## config.mk

```make
export PLATFORM = sky130hd
export DESIGN_NAME = mul16_arbiter_flat
export DESIGN_NICKNAME = d
export VERILOG_FILES = /design/src/rtl/mul16_arbiter_if.sv /design/src/rtl/mul16_arbiter.sv /design/src/flat_wrapper.sv
export SDC_FILE = /design/constraint.sdc
export NUM_CORES = 1
export LEC_CHECK = 0
export ABC_AREA = 1
export CORE_ASPECT_RATIO = 0.9
export CORE_UTILIZATION = 40
export CTS_CLUSTER_SIZE = 40
export DETAILED_ROUTE_END_ITERATION = 10
export SETUP_SLACK_MARGIN = 0.4
export SYNTH_ARGS = -nofsm -noshare
export SYNTH_HDL_FRONTEND = slang
export SYNTH_HIERARCHICAL = 1
export SYNTH_SLANG_ARGS = --single-unit
```

## constraint.sdc

```tcl
create_clock -name clk -period 14.1 [get_ports clk]
set_input_delay 2.115 -clock clk [delete_from_list [all_inputs] [get_ports clk]]
set_output_delay 2.115 -clock clk [all_outputs]
set_load 0.01 [all_outputs]
```

## src/rtl/mul16_arbiter_if.sv

```systemverilog
// Purpose: request/response bundle between the multiply clients and the shared multiplier.
// Latency: none, this is wiring only.
// Backpressure: req_ready grants one requester; rsp_ready stalls the single response channel.
// Ports: slave = arbiter side, master = client side.
//   req_valid/req_a/req_b  per-requester strobe and packed 16-bit operands (slice i = [16*i+15:16*i])
//   req_ready              one-hot grant
//   rsp_valid/rsp_id/rsp_prod/rsp_ready  tagged 32-bit product
//   busy                   arbiter not idle
interface mul16_arbiter_if #(
  parameter int NUM_REQ = 4,
  parameter int ID_W    = 2
);
  logic [NUM_REQ-1:0]    req_valid;
  logic [16*NUM_REQ-1:0] req_a;
  logic [16*NUM_REQ-1:0] req_b;
  logic [NUM_REQ-1:0]    req_ready;
  logic                  rsp_valid;
  logic [ID_W-1:0]       rsp_id;
  logic [31:0]           rsp_prod;
  logic                  rsp_ready;
  logic                  busy;

  modport slave (
    input  req_valid, req_a, req_b, rsp_ready,
    output req_ready, rsp_valid, rsp_id, rsp_prod, busy
  );

  modport master (
    output req_valid, req_a, req_b, rsp_ready,
    input  req_ready, rsp_valid, rsp_id, rsp_prod, busy
  );
endinterface

```

## src/rtl/mul16_arbiter.sv

```systemverilog
// Purpose: round-robin share of one registered 16x16 unsigned multiplier among NUM_REQ clients.
// Latency: grant in cycle T, rsp_valid in cycle T+2; at most one product every 3 cycles.
// Backpressure: rsp_ready low holds the response stable; no new grant until it is consumed.
// Ports: clk, rst_n (async active-low); bus = mul16_arbiter_if.slave (request and response channels, busy).

// Plain combinational 16x16 unsigned multiplier.
module mul16 (
  input  logic [15:0] i_a,
  input  logic [15:0] i_b,
  output logic [31:0] o_p
);
  assign o_p = {16'h0000, i_a} * {16'h0000, i_b};
endmodule

module mul16_arbiter #(
  parameter int NUM_REQ = 4,
  parameter int ID_W    = 2
) (
  input  logic             clk,
  input  logic             rst_n,
  mul16_arbiter_if.slave   bus
);
  typedef enum logic [1:0] {S_IDLE, S_MUL, S_RESP} state_t;

  state_t             r_state;
  logic [ID_W-1:0]    r_rr_ptr;
  logic [15:0]        r_op_a;
  logic [15:0]        r_op_b;
  logic [ID_W-1:0]    r_id;
  logic               r_rsp_vld;
  logic [ID_W-1:0]    r_rsp_id;
  logic [31:0]        r_rsp_prod;

  logic [NUM_REQ-1:0] w_grant;
  logic               w_found;
  logic [ID_W-1:0]    w_gidx;
  logic [ID_W-1:0]    w_nxt_ptr;
  logic [ID_W:0]      w_idx;
  logic [15:0]        w_sel_a;
  logic [15:0]        w_sel_b;
  logic [31:0]        w_prod;

  // Round-robin pick: scan from r_rr_ptr upward, wrapping, first valid wins.
  always_comb begin
    w_grant = '0;
    w_found = 1'b0;
    w_gidx  = '0;
    w_idx   = '0;
    w_sel_a = '0;
    w_sel_b = '0;
    for (int k = 0; k < NUM_REQ; k++) begin
      w_idx = {1'b0, r_rr_ptr} + (ID_W+1)'(k);
      if (w_idx >= (ID_W+1)'(NUM_REQ)) begin
        w_idx = w_idx - (ID_W+1)'(NUM_REQ);
      end
      if (!w_found && bus.req_valid[w_idx[ID_W-1:0]]) begin
        w_found                   = 1'b1;
        w_gidx                    = w_idx[ID_W-1:0];
        w_grant[w_idx[ID_W-1:0]]  = 1'b1;
        w_sel_a = bus.req_a[{w_idx[ID_W-1:0], 4'b0000} +: 16];
        w_sel_b = bus.req_b[{w_idx[ID_W-1:0], 4'b0000} +: 16];
      end
    end
  end

  assign w_nxt_ptr = (w_gidx == ID_W'(NUM_REQ-1)) ? '0 : w_gidx + 1'b1;

  mul16 u_mul16 (
    .i_a (r_op_a),
    .i_b (r_op_b),
    .o_p (w_prod)
  );

  // Grant is combinational but must read zero the instant reset is applied,
  // so it is qualified by rst_n as well as by the idle state.
  assign bus.req_ready = (rst_n && (r_state == S_IDLE)) ? w_grant : '0;
  assign bus.rsp_valid = r_rsp_vld;
  assign bus.rsp_id    = r_rsp_id;
  assign bus.rsp_prod  = r_rsp_prod;
  assign bus.busy      = (r_state != S_IDLE);

  always_ff @(posedge clk or negedge rst_n) begin
    if (!rst_n) begin
      r_state    <= S_IDLE;
      r_rr_ptr   <= '0;
      r_op_a     <= '0;
      r_op_b     <= '0;
      r_id       <= '0;
      r_rsp_vld  <= 1'b0;
      r_rsp_id   <= '0;
      r_rsp_prod <= '0;
    end else begin
      case (r_state)
        S_IDLE: begin
          // w_found in idle is exactly a handshake: the grant only ever selects a valid requester.
          if (w_found) begin
            r_op_a   <= w_sel_a;
            r_op_b   <= w_sel_b;
            r_id     <= w_gidx;
            r_rr_ptr <= w_nxt_ptr;
            r_state  <= S_MUL;
          end
        end
        S_MUL: begin
          r_rsp_prod <= w_prod;
          r_rsp_id   <= r_id;
          r_rsp_vld  <= 1'b1;
          r_state    <= S_RESP;
        end
        S_RESP: begin
          // Product and tag are left in place after the handshake; only valid drops.
          if (bus.rsp_ready) begin
            r_rsp_vld <= 1'b0;
            r_state   <= S_IDLE;
          end
        end
        default: r_state <= S_IDLE;
      endcase
    end
  end
endmodule

```

## src/flat_wrapper.sv

```systemverilog
// flat-port wrapper written by rule: the top's interface ports become plain ports
module mul16_arbiter_flat 
#(
  parameter int NUM_REQ = 4,
  parameter int ID_W    = 2
)
  (clk, rst_n, bus_req_valid, bus_req_a, bus_req_b, bus_rsp_ready, bus_req_ready, bus_rsp_valid, bus_rsp_id, bus_rsp_prod, bus_busy);
  mul16_arbiter_if #(.NUM_REQ(NUM_REQ), .ID_W(ID_W)) bus_i ();
  input  logic clk;
  input  logic rst_n;
  input wire logic [$bits(bus_i.req_valid)-1:0] bus_req_valid;
  input wire logic [$bits(bus_i.req_a)-1:0] bus_req_a;
  input wire logic [$bits(bus_i.req_b)-1:0] bus_req_b;
  input wire logic [$bits(bus_i.rsp_ready)-1:0] bus_rsp_ready;
  output wire logic [$bits(bus_i.req_ready)-1:0] bus_req_ready;
  output wire logic [$bits(bus_i.rsp_valid)-1:0] bus_rsp_valid;
  output wire logic [$bits(bus_i.rsp_id)-1:0] bus_rsp_id;
  output wire logic [$bits(bus_i.rsp_prod)-1:0] bus_rsp_prod;
  output wire logic [$bits(bus_i.busy)-1:0] bus_busy;
  assign bus_i.req_valid = bus_req_valid;
  assign bus_i.req_a = bus_req_a;
  assign bus_i.req_b = bus_req_b;
  assign bus_i.rsp_ready = bus_rsp_ready;
  assign bus_req_ready = bus_i.req_ready;
  assign bus_rsp_valid = bus_i.rsp_valid;
  assign bus_rsp_id = bus_i.rsp_id;
  assign bus_rsp_prod = bus_i.rsp_prod;
  assign bus_busy = bus_i.busy;
  mul16_arbiter #(.NUM_REQ(NUM_REQ), .ID_W(ID_W)) u_core (.clk(clk), .rst_n(rst_n), .bus(bus_i));
endmodule
```

==> flow_summary.json, run 1 <==
{
  "status": "complete, no violations",
  "synth_top_family_by_area": "adder cells",
  "cts_tree": "done",
  "cts_made_buffers": 9,
  "die-width_um": 216,
  "holdBufCountCts": 0,
  "synth.area.mux_share_pct": 3.88,
  "synth-seq-cells": 73,
  "synth_area_leaders": "fa_1 (24%), nand2_1 (17%), inv_1 (13%)",
  "root_buffer": "clkbuf_16",
  "area_growth_pct": 13.1,
  "final_layout_size_suffix_gt1_share_pct": 3.16,
  "core_mm2": 0.0406,
  "dpl.hpwl_um": 39100,
  "avgSynthCellArea_um2": 6.49,
  "clock_latency_ps": 360,
  "worstPathMaxFanout": 36,
  "ys_warn_count": 6,
  "syn_nets": 2979,
  "die-area_mm2": 0.0421,
  "netlist_area_mm2": 0.0165,
  "cp-start-kind": "input pin",
  "nets": 3032,
  "num_io_pins": 175,
  "setup_viol": 0,
  "rsz0062_at_grt": "false",
  "htreeDepth": 3,
  "nFillCells": 4228,
  "async_flop_share_pct": 100,
  "ys.flop_type": "dfrtp_1",
  "synth_cell_types": 35,
  "grt_pass1_wl_um": 84400,
  "cts_setup_buffers": 0,
  "post_cts_resized": 0,
  "final_common_cell": "nand2_1",
  "clk_path_buf_depth": 2,
  "portBuffers": 174,
  "final_cells": 3139,
  "worstMarginPinSlew_ps": 1290,
  "synth_xor_area_share_pct": 0.956,
  "grt_pass1_vias": 15931,
  "seqCellArea_mm2": 0.00183,
  "via_per_inst": 5.03,
  "synth_area_leader_cell": "fa_1",
  "ant_nets": 0,
  "critPathRequiredTime_ps": 11980,
  "synthAdderAreaFrac_pct": 31.9,
  "finalCritPeriodShare_pct": 52.6,
  "routed_wl_um": 51400,
  "cp.arrival_ps": 5300,
  "synthCells": 2540,
  "drc": 0,
  "synth_top_cell_area_share_pct": 23.5,
  "row_count": 70,
  "maxSlewViolCount": 0,
  "clock-skew-final_ps": 18.5,
  "initial_utilization_pct": 40.6,
  "wl_per_cell_um": 16.4,
  "drt_iter0_markers": 1140,
  "ys_seq_area_share_pct": 11.1,
  "max_slew_margin_pct": 13.7,
  "grt_max_degree": 82,
  "yosys.area_share.simple_pct": 27.4,
  "min_period_ps": 7420,
  "dieHeight_um": 195,
  "vias": 15790,
  "grt_overflow": 0,
  "max_freq_ghz": 0.135,
  "hp-class": "flip-flop to flip-flop",
  "pre_cts_slack_ps": 6730,
  "drt-pass1-iter-count": 5,
  "hold_viol": 0,
  "synth_compound_area_share_pct": 8.15,
  "path_class": "input pin to output pin",
  "track_usage_pct": 25.2,
  "cts.sinks": 73,
  "routabilityCongestion": 0.888,
  "end_kind": "output pin",
  "final_cell_mix": "nand2_1 (766), inv_1 (556), o21ai_0 (205), nor2_1 (198), fa_1 (194)",
  "fin_tns_setup_ps": 0,
  "multi_input_area_mm2": 0.0119,
  "antenna_found_initial": 0,
  "setup_ws_ps": 6680,
  "post-place-cells": 3122,
  "reg2reg_slack_ps": 7990,
  "synth-edff-count": 0,
  "clk_pin_slew_ps": 70,
  "drv_cap": 0
}
## worst paths after layout
kind / startpoint / end / cells past startpoint
max: bus_req_valid[1] / bus_req_ready[1] / 11
min: u_core/bus.rsp_prod[2] / u_core/bus.rsp_prod[2] / 2
max reg2reg: u_core/r_op_b[7] / u_core/bus.rsp_prod[17] / 22
min reg2reg: u_core/bus.rsp_prod[2] / u_core/bus.rsp_prod[2] / 2
max in group asynchronous: rst_n / asynchronous set/reset pin / 2
min in group asynchronous: rst_n / u_core/r_op_a[15] / 1
## synthesized netlist by cell type (21+ instances only)
| library cell | n |
|---|---|
| mux2i_1 | 64 |
| clkbuf_1 | 93 |
| nand3_1 | 97 |
| a21oi_1 | 21 |
| o21ai_1 | 33 |
| inv_1 | 556 |
| nor2_1 | 199 |
| nand2_1 | 766 |
| fa_1 | 194 |
| buf_2 | 40 |
| ha_1 | 110 |
| o21ai_0 | 205 |
| dfrtp_1 | 73 |
## critical path: stages
cell and delay (ps):
clkdlybuf4s50_1 420, inv_1 60, nand2_1 80, nand3_2 140, nand2_4 290, nor2_8 600, nand3_4 590, nor2_1 270
o21ai_1 100, inv_1 70, clkdlybuf4s50_1 530
## per-layer routing
| metal | vias to the layer above | global-route usage [%] | routed length (um) |
|---|---|---|---|
| met5 | - | 0 | 0 |
| met4 | 0 | 5.03 | 835 |
| met3 | 54 | 2.66 | 3100 |
| met2 | 520 | 40.0 | 22600 |
| met1 | 7603 | 37.0 | 24800 |
| li1 | 7613 | - | - |
## layout make-up
class,instances,area share (%)
Clock buffer,9,1.21
Inverter,562,11.3
Timing Repair Buffer,184,9.72
Clock inverter,7,0.376
Multi-Input combinational cell,1763,63.9
Sequential cell,73,9.81
Antenna cell,1,0.0134
Tap cell,540,3.62
## metrics by stage
step | hold WS [ps] | area (um^2) | util (%)
CTS | 476 | 18700 | 45.9
global placement | 453 | 18400 | 45.2
detailed placement | 458 | 18400 | 45.2
finish | 473 | 18700 | 45.9
global route | 493 | 18700 | 45.9
floorplan | 447 | 16500 | -
## logic make-up after synthesis
logic type | Yosys count
AND/OR/NAND/NOR | 1113
buffers and inverters | 704
adder cells (fa/ha/maj) | 304
AO/OA/AOI/OAI | 264
flip-flops | 73
multiplexers | 64
XOR/XNOR | 18
## flip-flops by register name, indices dropped and copies added (netlist names), named ones only
| register | flops |
|---|---|
| u_core/bus.rsp_valid | 1 |
| u_core/r_op_a | 16 |
| u_core/r_id | 2 |
| u_core/r_state | 2 |
| u_core/r_op_b | 16 |
| u_core/r_rr_ptr | 1 |
| u_core/bus.rsp_id | 2 |
| u_core/bus.rsp_prod | 32 |
Power of run 1 is not shown: default switching activity piles up to over one toggle a cycle in this logic, so the estimate is an artifact.
==> inputs of run 2 (changes only) <==
clock period = 7.3 ns   (was 14.1 ns; I/O delays follow)
==> run 2 against run 1 <==
Utilization increased by 0.16 points. Count of clock-buffer cells in the layout increased by 1. Register-to-register slack got worse by 6900 ps. Flip-flop and latch count unchanged. Wire length grew 0.89%. Global-route usage rose by 0.33 points. Die area is the same. Final area increased by 0.35%.
==> flow_summary.json, run 2 (synthesis results as in run 1) <==
{
  "status": "complete, no violations",
  "holdBufCountCts": 0,
  "root_buffer": "clkbuf_16",
  "grt_max_degree": 97,
  "cts_tree": "done",
  "initial_utilization_pct": 40.6,
  "antennaDiodeCount": 0,
  "largest_register_ffs": 32,
  "setup_viol": 0,
  "worstMarginPinSlew_ps": 966,
  "drt-pass1-iter-count": 6,
  "htreeDepth": 3,
  "track_usage_pct": 25.5,
  "nFillCells": 4228,
  "num_io_pins": 175,
  "multi_input_area_mm2": 0.0119,
  "core_mm2": 0.0406,
  "critPathRequiredTime_ps": 7590,
  "crit_family": "adder cells",
  "wl_per_cell_um": 16.5,
  "cp.arrival_ps": 6460,
  "drv_cap": 0,
  "clk_path_buf_depth": 2,
  "routabilityCongestion": 1.01,
  "row_count": 70,
  "rsz0062_at_grt": "false",
  "via_per_inst": 5.01,
  "critPathSlowestCell": "dfrtp_1",
  "finalCritPeriodShare_pct": 84.5,
  "grt_pass1_vias": 16153,
  "cts.sinks": 73,
  "hold_viol": 0,
  "max_slew_margin_pct": 35.6,
  "grt_pass1_wl_um": 85500,
  "clock_latency_ps": 360,
  "whs_ps": 475,
  "path_class": "flip-flop to flip-flop",
  "dieHeight_um": 195,
  "cts_setup_buffers": 0,
  "cts_made_buffers": 9,
  "dpl.hpwl_um": 40600,
  "worstPathMaxFanout": 17,
  "clock-skew-final_ps": 10.3,
  "drc": 0,
  "cp_cell_sequence": "nand2_1 > fa_1 > inv_1 > fa_1 > inv_1 > fa_1 > inv_1 > fa_1 > fa_1 > inv_1 > fa_1 > inv_1 > ha_1 > nand2_2 > nor2_1 > nand2_1 > nand2_1 > inv_1 > nand2_1 > xor2_1 > nand2_1 > nand2_1",
  "area_growth_pct": 13.5,
  "nets": 3041,
  "crit_buf_inv": 6,
  "final_layout_size_suffix_gt1_share_pct": 3.45,
  "routed_wl_um": 51800,
  "clk_pin_slew_ps": 70,
  "portBuffers": 174,
  "final_common_cell": "nand2_1",
  "final_cell_mix": "nand2_1 (766), inv_1 (556), o21ai_0 (205), nor2_1 (198), fa_1 (194)",
  "ant_nets": 0,
  "cp-start-kind": "flip-flop",
  "antenna_found_initial": 1,
  "die-area_mm2": 0.0421,
  "die-width_um": 216,
  "end_kind": "flip-flop",
  "drt_iter0_markers": 1271,
  "min_period_ps": 6170,
  "post_cts_resized": 0,
  "hp-class": "flip-flop to flip-flop",
  "seqCellArea_mm2": 0.00183,
  "max_freq_ghz": 0.162,
  "vias": 15767,
  "max_stage_delay_ps": 840,
  "maxSlewViolCount": 0,
  "fin_tns_setup_ps": 0,
  "grt_overflow": 0
}
-- run 2: changes by cell type in the layout (fill, tap and decap cells not counted) --
cell	previous run	this run
clkinv_4	1	0
diode_2	1	0
inv_6	3	1
clkbuf_1	0	1
clkinv_8	1	0
clkinvlp_4	1	3
inv_8	1	0
bufinv_16	0	1
clkinv_2	0	1
buf_4	11	20
-- run 2: per-stage QoR --
step | area, um^2 | std cells | setup WS [ps] | utilization [%]
final | 18700 | 3147 | 1130 | 46.1
after global routing | 18700 | 3147 | 802 | 46.1
after CTS | 18700 | 3147 | 1140 | 46.1
after detailed placement | 18400 | 3131 | 1190 | 45.3
after global placement | 18400 | 3131 | 1180 | 45.3
after floorplan | 16500 | 2540 | 1950 | -
-- run 2: routing by layer --
| metal | part of all wire, % | vias up | track usage [%] |
|---|---|---|---|
| li1 | - | 7630 | - |
| met1 | 47 | 7507 | 36.5 |
| met3 | 6.9 | 65 | 3.68 |
| met2 | 44 | 565 | 40.5 |
| met5 | 0 | - | 0 |
| met4 | 2.0 | 0 | 6.18 |
-- run 2: final cells by class --
| class | instances | area share (%) |
|---|---|---|
| Clock buffer | 10 | 1.22 |
| Clock inverter | 6 | 0.354 |
| Inverter | 562 | 11.3 |
| Multi-Input combinational cell | 1763 | 63.7 |
| Sequential cell | 73 | 9.78 |
| Tap cell | 540 | 3.61 |
| Timing Repair Buffer | 193 | 10.1 |
-- run 2: worst register-to-register path: cells and delay by family (launching register included) --
family / cells / cell delay [ps]
xor gates and xnor gates: 1 / 350
and+or+nand+nor: 8 / 1030
adders and majority gates: 7 / 3550
buffers and inverters: 6 / 340
DFF: 1 / 840
-- run 2: worst paths after layout --
| kind | startpoint | end | slack [ps] | depth (start not counted) |
|---|---|---|---|---|
| max | u_core/r_op_a[7] | u_core/bus.rsp_prod[17] | 1130 | 22 |
| min | u_core/bus.rsp_prod[13] | u_core/bus.rsp_prod[13] | 480 | 2 |
| max reg2reg | u_core/r_op_a[7] | u_core/bus.rsp_prod[17] | 1130 | 22 |
| min reg2reg | u_core/bus.rsp_prod[13] | u_core/bus.rsp_prod[13] | 480 | 2 |
| max in group asynchronous | rst_n | asynchronous set/reset pin | 5500 | 2 |
| min in group asynchronous | rst_n | u_core/bus.rsp_prod[27] | 550 | 1 |
Power of run 2 is left out for the same reason.
